--- config.mk ---
export PLATFORM = sky130hd
export DESIGN_NAME = color_wheel_pwm
export DESIGN_NICKNAME = d
export VERILOG_FILES = /design/src/rtl/color_wheel_pkg.sv /design/src/rtl/pwm_ch_out.sv /design/src/rtl/color_wheel_pwm.sv
export SDC_FILE = /design/constraint.sdc
export NUM_CORES = 1
export LEC_CHECK = 0
export CAP_MARGIN = 20
export CORE_ASPECT_RATIO = 1.25
export CORE_MARGIN = 5
export CORE_UTILIZATION = 50
export CTS_CLUSTER_DIAMETER = 30
export CTS_CLUSTER_SIZE = 12
export DETAILED_ROUTE_END_ITERATION = 10
export MAX_ROUTING_LAYER = met4
export PLACE_DENSITY = 0.69
export SYNTH_ARGS = -nofsm -noshare
export SYNTH_HDL_FRONTEND = slang
export SYNTH_SLANG_ARGS = --single-unit
--- constraint.sdc ---
create_clock -name clk -period 4.6 [get_ports clk]
set_clock_uncertainty 0.1 [all_clocks]
set_input_delay 0.92 -clock clk [delete_from_list [all_inputs] [get_ports clk]]
set_output_delay 0.92 -clock clk [all_outputs]
set_load 0.02 [all_outputs]
--- src/rtl/color_wheel_pkg.sv ---
// Shared types and derived-parameter helpers for the color_wheel_pwm engine.
package color_wheel_pkg;

  typedef enum logic [1:0] {
    WHEEL   = 2'd0,
    BREATHE = 2'd1,
    HOLD    = 2'd2
  } mode_e;

  function automatic int calc_step_div(input int clk_fre, input int step_hz);
    return clk_fre / step_hz;
  endfunction

  function automatic int calc_pwm_div(input int clk_fre, input int pwm_fre, input int duty_max);
    int d;
    d = clk_fre / (pwm_fre * duty_max);
    return (d < 1) ? 1 : d;
  endfunction

  function automatic int calc_phase_w(input int ch);
    return $clog2(2 * ch);
  endfunction

  function automatic int cnt_w(input int n);
    return (n > 1) ? $clog2(n) : 1;
  endfunction

  // Even leg 2k raises channel (k+1)%ch; odd leg 2k+1 lowers channel k.
  function automatic int leg_channel(input int leg, input int ch);
    return ((leg % 2) == 0) ? (((leg / 2) + 1) % ch) : (leg / 2);
  endfunction

  function automatic logic leg_is_up(input int leg);
    return (leg % 2) == 0;
  endfunction

endpackage

--- src/rtl/pwm_ch_out.sv ---
// One PWM channel: period-aligned duty latch, optional brightness scaling
// (BRIGHT_EN macro) and registered compare output.
module pwm_ch_out
  import color_wheel_pkg::*;
#(
  parameter int DUTY_W = 8
) (
  input  logic              clk,
  input  logic              rst,
  input  logic              load_i,
  input  logic [DUTY_W-1:0] cnt_i,
  input  logic [DUTY_W-1:0] duty_i,
`ifdef BRIGHT_EN
  input  logic [DUTY_W-1:0] bright_i,
`endif
  output logic              pwm_o
);

  logic [DUTY_W-1:0] eff_duty;
  logic [DUTY_W-1:0] duty_lat_q;
  logic              pwm_q;

`ifdef BRIGHT_EN
  localparam int PW = 2 * DUTY_W + 1;
  logic [PW-1:0] prod;
  logic [PW-1:0] prod_sh;

  assign prod    = PW'(duty_i) * PW'({1'b0, bright_i} + (DUTY_W + 1)'(1));
  assign prod_sh = prod >> DUTY_W;
  // The scaled value can never exceed duty_i; the clamp is only a guard.
  assign eff_duty = (prod_sh > PW'({DUTY_W{1'b1}})) ? {DUTY_W{1'b1}} : prod_sh[DUTY_W-1:0];
`else
  assign eff_duty = duty_i;
`endif

  always_ff @(posedge clk or posedge rst) begin
    if (rst) begin
      duty_lat_q <= '0;
      pwm_q      <= 1'b0;
    end else begin
      if (load_i) duty_lat_q <= eff_duty;
      pwm_q <= (cnt_i < duty_lat_q);
    end
  end

  assign pwm_o = pwm_q;

endmodule

--- src/rtl/color_wheel_pwm.sv ---
// Colour-wheel / breathe / hold duty sequencer with per-channel PWM outputs.
// Optional BRIGHT_EN macro adds a global brightness input that scales pwm_out only.
module color_wheel_pwm
  import color_wheel_pkg::*;
#(
  parameter int CLK_FRE = 27_000_000,
  parameter int CH      = 3,
  parameter int DUTY_W  = 8,
  parameter int STEP_HZ = 100,
  parameter int PWM_FRE = 1000
) (
  input  logic                        clk,
  input  logic                        rst,
  input  logic                        en,
  input  logic [1:0]                  mode,
  input  logic [CH-1:0]               ch_mask,
`ifdef BRIGHT_EN
  input  logic [DUTY_W-1:0]           bright,
`endif
  output logic [CH-1:0][DUTY_W-1:0]   duty,
  output logic [CH-1:0]               pwm_out,
  output logic [$clog2(2*CH)-1:0]     phase,
  output logic                        wrap
);

  localparam int DUTY_MAX = 2 ** DUTY_W - 1;
  localparam int STEP_DIV = calc_step_div(CLK_FRE, STEP_HZ);
  localparam int PWM_DIV  = calc_pwm_div(CLK_FRE, PWM_FRE, DUTY_MAX);
  localparam int PH_W     = calc_phase_w(CH);
  localparam int STEP_W   = cnt_w(STEP_DIV);
  localparam int PRE_W    = cnt_w(PWM_DIV);
  localparam int CI_W     = cnt_w(CH);
  localparam logic [DUTY_W-1:0]    DMAX      = {DUTY_W{1'b1}};
  localparam logic [PH_W-1:0]      LAST_LEG  = PH_W'(2 * CH - 1);
  localparam logic [CH*DUTY_W-1:0] DUTY_INIT = {{((CH - 1) * DUTY_W){1'b0}}, DMAX};

  // Tick divider runs regardless of en.
  logic [STEP_W-1:0] step_cnt_q;
  logic              tick;

  assign tick = (step_cnt_q == STEP_W'(STEP_DIV - 1));

  always_ff @(posedge clk or posedge rst) begin
    if (rst)       step_cnt_q <= '0;
    else if (tick) step_cnt_q <= '0;
    else           step_cnt_q <= step_cnt_q + STEP_W'(1);
  end

  mode_e                     mode_in, mode_q, mode_d;
  logic [CH-1:0][DUTY_W-1:0] duty_q, duty_d;
  logic [PH_W-1:0]           phase_q, phase_d;
  logic [DUTY_W-1:0]         level_q, level_d;
  logic                      dir_up_q, dir_up_d;
  logic                      wrap_q, wrap_d;
  logic [CI_W-1:0]           tgt;
  logic                      tgt_up;
  logic [DUTY_W-1:0]         tgt_duty;
  logic                      tgt_sat;

  always_comb begin
    case (mode)
      2'd0:    mode_in = WHEEL;
      2'd1:    mode_in = BREATHE;
      default: mode_in = HOLD;
    endcase
  end

  assign tgt      = CI_W'(leg_channel(int'(phase_q), CH));
  assign tgt_up   = leg_is_up(int'(phase_q));
  assign tgt_duty = duty_q[tgt];
  assign tgt_sat  = tgt_up ? (tgt_duty == DMAX) : (tgt_duty == '0);

  always_comb begin
    mode_d   = mode_q;
    duty_d   = duty_q;
    phase_d  = phase_q;
    level_d  = level_q;
    dir_up_d = dir_up_q;
    wrap_d   = 1'b0;
    if (tick && en) begin
      if (mode_in != mode_q) begin
        // A mode switch spends its tick on re-initialisation only.
        mode_d = mode_in;
        if (mode_in == WHEEL) begin
          phase_d = '0;
          duty_d  = DUTY_INIT;
        end else if (mode_in == BREATHE) begin
          level_d  = '0;
          dir_up_d = 1'b1;
          duty_d   = '0;
        end
      end else begin
        case (mode_q)
          WHEEL: begin
            if (tgt_sat) begin
              if (phase_q == LAST_LEG) begin
                phase_d = '0;
                wrap_d  = 1'b1;
              end else begin
                phase_d = phase_q + PH_W'(1);
              end
            end else begin
              duty_d[tgt] = tgt_up ? tgt_duty + DUTY_W'(1) : tgt_duty - DUTY_W'(1);
            end
          end
          BREATHE: begin
            if (dir_up_q) begin
              if (level_q == DMAX) dir_up_d = 1'b0;
              else                 level_d  = level_q + DUTY_W'(1);
            end else begin
              if (level_q == '0) begin
                dir_up_d = 1'b1;
                wrap_d   = 1'b1;
              end else begin
                level_d = level_q - DUTY_W'(1);
              end
            end
            for (int i = 0; i < CH; i++) duty_d[i] = ch_mask[i] ? level_d : '0;
          end
          default: begin
          end
        endcase
      end
    end
  end

  always_ff @(posedge clk or posedge rst) begin
    if (rst) begin
      mode_q   <= WHEEL;
      duty_q   <= DUTY_INIT;
      phase_q  <= '0;
      level_q  <= '0;
      dir_up_q <= 1'b1;
      wrap_q   <= 1'b0;
    end else begin
      mode_q   <= mode_d;
      duty_q   <= duty_d;
      phase_q  <= phase_d;
      level_q  <= level_d;
      dir_up_q <= dir_up_d;
      wrap_q   <= wrap_d;
    end
  end

  assign duty  = duty_q;
  assign phase = phase_q;
  assign wrap  = wrap_q;

  // Shared PWM timebase; period_end marks the last count so latches reload as pwm_cnt returns to 0.
  logic [PRE_W-1:0]  pre_cnt_q;
  logic [DUTY_W-1:0] pwm_cnt_q;
  logic              pwm_step;
  logic              period_end;

  assign pwm_step   = (pre_cnt_q == PRE_W'(PWM_DIV - 1));
  assign period_end = pwm_step && (pwm_cnt_q == DUTY_W'(DUTY_MAX - 1));

  always_ff @(posedge clk or posedge rst) begin
    if (rst) begin
      pre_cnt_q <= '0;
      pwm_cnt_q <= '0;
    end else begin
      pre_cnt_q <= pwm_step ? '0 : pre_cnt_q + PRE_W'(1);
      if (pwm_step) pwm_cnt_q <= period_end ? '0 : pwm_cnt_q + DUTY_W'(1);
    end
  end

  for (genvar gi = 0; gi < CH; gi++) begin : g_ch
    pwm_ch_out #(
      .DUTY_W(DUTY_W)
    ) u_ch (
      .clk     (clk),
      .rst     (rst),
      .load_i  (period_end),
      .cnt_i   (pwm_cnt_q),
      .duty_i  (duty_q[gi]),
`ifdef BRIGHT_EN
      .bright_i(bright),
`endif
      .pwm_o   (pwm_out[gi])
    );
  end

endmodule

==> out/results.txt <==
register area share after synthesis: 40.0%
Area contributors post-synth: dfrtp_1 36%, ha_1 7.2%, o21ai_0 5.0%
reg-to-reg startpoint: phase[2]
# H-tree levels: 3
Overflow after GRT: 0
gr usage total: 23.8%
Mapped Cells: 672
CORE AREA: 12200 µm²
top_reg_cell synth: dfrtp_1
hold buffers post-CTS: 0
number of global-route vias before repair: 5048
RSZ-0062 raised after global routing: false
post-route ant nets: 0
CTS max path bufs: 2
routed len/inst: 18.7 µm
Mapped Avg Cell Area: 9.34 µm²
clock root cell: clkbuf_16
Req. time, crit path: 4790 ps
die width: 110 µm
initial antenna violation count: 0
FF-to-FF End: duty[22]
layout cell share with drive strength beyond 1: 9.25%
setup_tns: 0 ps
r2r setup slk: 400 ps
DRC: 0
Worst Hold Path EP: step_cnt_q[0]
maximum vdd drop: 0.172 mV
Die ar.: 14900 µm²
CTS tree: yes
period utilization: 91.3%
Yosys top cell area share: 36.3%
post-CTS sizing: 0
Setup-failing EPs final: 0
first-pass GRT wire length: 26.6 mm
crit path DAT: 4400 ps
Clk pin slew, worst setup/hold paths: 70 ps
HPWL Detailed: 12.1 mm
final WL: 16.2 mm
CP Launch Type: flip-flop
synthesized flop and latch total: 100
die height: 135 µm
largest net degree at the start of global routing: 70
Async SR Flop Fraction: 100%
Pwr Density: 246 nW/µm²
IO Count: 39
worst min-delay path startpoint: step_cnt_q[0]
Area Overhead vs Synth: 13.2%
Syn Std Cell Area: 6280 µm²
post-layout min period: 4200 ps
most frequent cell after synthesis: dfrtp_1
nets: 743
endpoints failing hold: 0
Yosys cell types: 75
Worst slew margin: 28.9%
count of final max-slew check failures: 0
cell taking the most area after synthesis: dfrtp_1
status: finished, final reports clean
Tightest Pin Transition: 1060 ps
Hold Crit Class: reg2reg
I/O Buffers: 38
drt via density: 5.88
Max Cap Violations: 0
TritonCTS Sinks: 100
Post-synth EDFFs: 0
CTS Buf Count: 9
initial drt markers: 283
GP Congestion: 0.900
worst skew pair latency: 350 ps
WS Path Type: reg2reg
initial core utilization: 51.4%
Post-CTS Setup Repair Bufs: 0
antenna cells: 0
Synth Net Count: 717
Post-synth top cells: 91 x dfrtp_1, 74 x nand2_1, 63 x o21ai_0
reg2reg path depth: 15
Lkg Pwr: 3.14 nW
Crit. End Element: flip-flop
FMAX: 238 MHz
row count: 45
DR pass1 iterations: 5
final instance area: 7110 µm²
via count: 5102
Synth warnings: 0
placed inst area: 6780 µm²
WHS Path Cells: 1
worst-path maximum fanout: 7
==> cells in the final DEF, fill, tap and decap left out, types with 3 or more instances in the layout <==
cell type,count
mux2_1,9
dfstp_2,9
a21oi_1,22
mux2_2,4
xnor2_1,17
nor2_1,57
xor2_1,16
o2bb2ai_1,3
mux2i_1,13
nor4_1,5
buf_4,5
clkdlybuf4s50_1,38
nand4_1,8
ha_1,36
o31ai_1,10
nor2b_1,6
a32oi_1,6
nand3_1,19
mux2_4,10
o21a_1,3
a21o_1,13
nand2b_1,6
or4_1,4
nor4b_1,3
inv_1,47
a221o_1,4
and3_1,6
or3_1,6
nor3_1,9
o22ai_1,9
clkbuf_16,9
o21ai_0,63
nor3b_1,3
dfrtp_1,91
nand2_1,74
==> layer usage <==
layer  vias to the layer above  track usage (%)  wire length, µm
met1                      2490             27.9             6720
met2                       129             39.6             8240
met3                        45             4.77              697
met5                         -                -                0
li1                       2438                -                -
met4                         0             9.92              552
==> where the power goes <==
part	internal, mW	switching [mW]	leakage, nW
clock network	0.494	0.337	0.152
registers	0.879	0	1.30
logic	0.00962	0.0304	1.69
==> stage by stage <==
| step | utilization, % | hold WS, ps | power, mW | std cells | setup WS, ps |
|---|---|---|---|---|---|
| 6_report | 58.2 | 389 | 1.75 | 867 | 399 |
| 5_1_grt | 58.2 | 416 | 1.81 | 867 | 97.1 |
| 4_1_cts | 58.2 | 390 | 1.77 | 867 | 464 |
| 3_5_place_dp | 55.5 | 381 | 0.937 | 851 | 485 |
| 3_3_place_gp | 55.5 | 377 | 0.937 | 851 | 652 |
| 2_1_floorplan | - | 350 | 0.919 | 672 | 843 |
==> worst max-delay path: stages (launching register included) <==
cell	delay (ps)
dfrtp_1	470
inv_1	170
ha_1	370
nor3b_2	330
or2_1	320
a22o_1	270
inv_1	80
fa_1	420
nor2b_1	120
o21ai_0	110
a21oi_1	260
nor2_1	70
o311ai_0	620
a32oi_1	130
nor2_1	140
mux2_4	150
==> kinds of logic (layout without fill, tap and decap cells) <==
group / Yosys count / after routing / synth area share, %
AOI/OAI and AO/OA: 161 / 161 / 17.2
DFF: 100 / 100 / 40.0
muxes: 37 / 37 / 7.16
xor gates and xnor gates: 33 / 33 / 4.60
adders and majority gates: 37 / 37 / 7.49
and+or+nand+nor: 228 / 228 / 18.6
buffers and inverters: 76 / 107 / 4.92
==> flip-flops by register name (all words and copies together), names as in the netlist <==
register	count
step_cnt_q	19
mode_q	2
level_q	8
pre_cnt_q	7
phase	3
duty	24
g_ch.u_ch.duty_lat_q	24
g_ch.u_ch.pwm_o	3
pwm_cnt_q	8
dir_up_q	1
wrap	1
==> final cells by class <==
class	instances	area, µm²
inverter	48	183
tap	164	205
timing repair buffer	43	418
fill	1097	5110
clock inverter	5	83.8
sequential	100	2510
clock buffer	11	243
multi-input combinational	496	3460
==> how the worst max path moves through the flow <==
stage	depth (start not counted)	slack (ps)	end	start
finish	15	400	duty[22]	phase[2]
global route	15	100	duty[22]	phase[2]
CTS	14	460	duty[6]	phase[2]
detailed placement	14	480	duty[6]	phase[2]
global placement	14	650	duty[6]	phase[2]
floorplan	15	840	duty[6]	phase[2]
(Power assumes the default switching activity.)
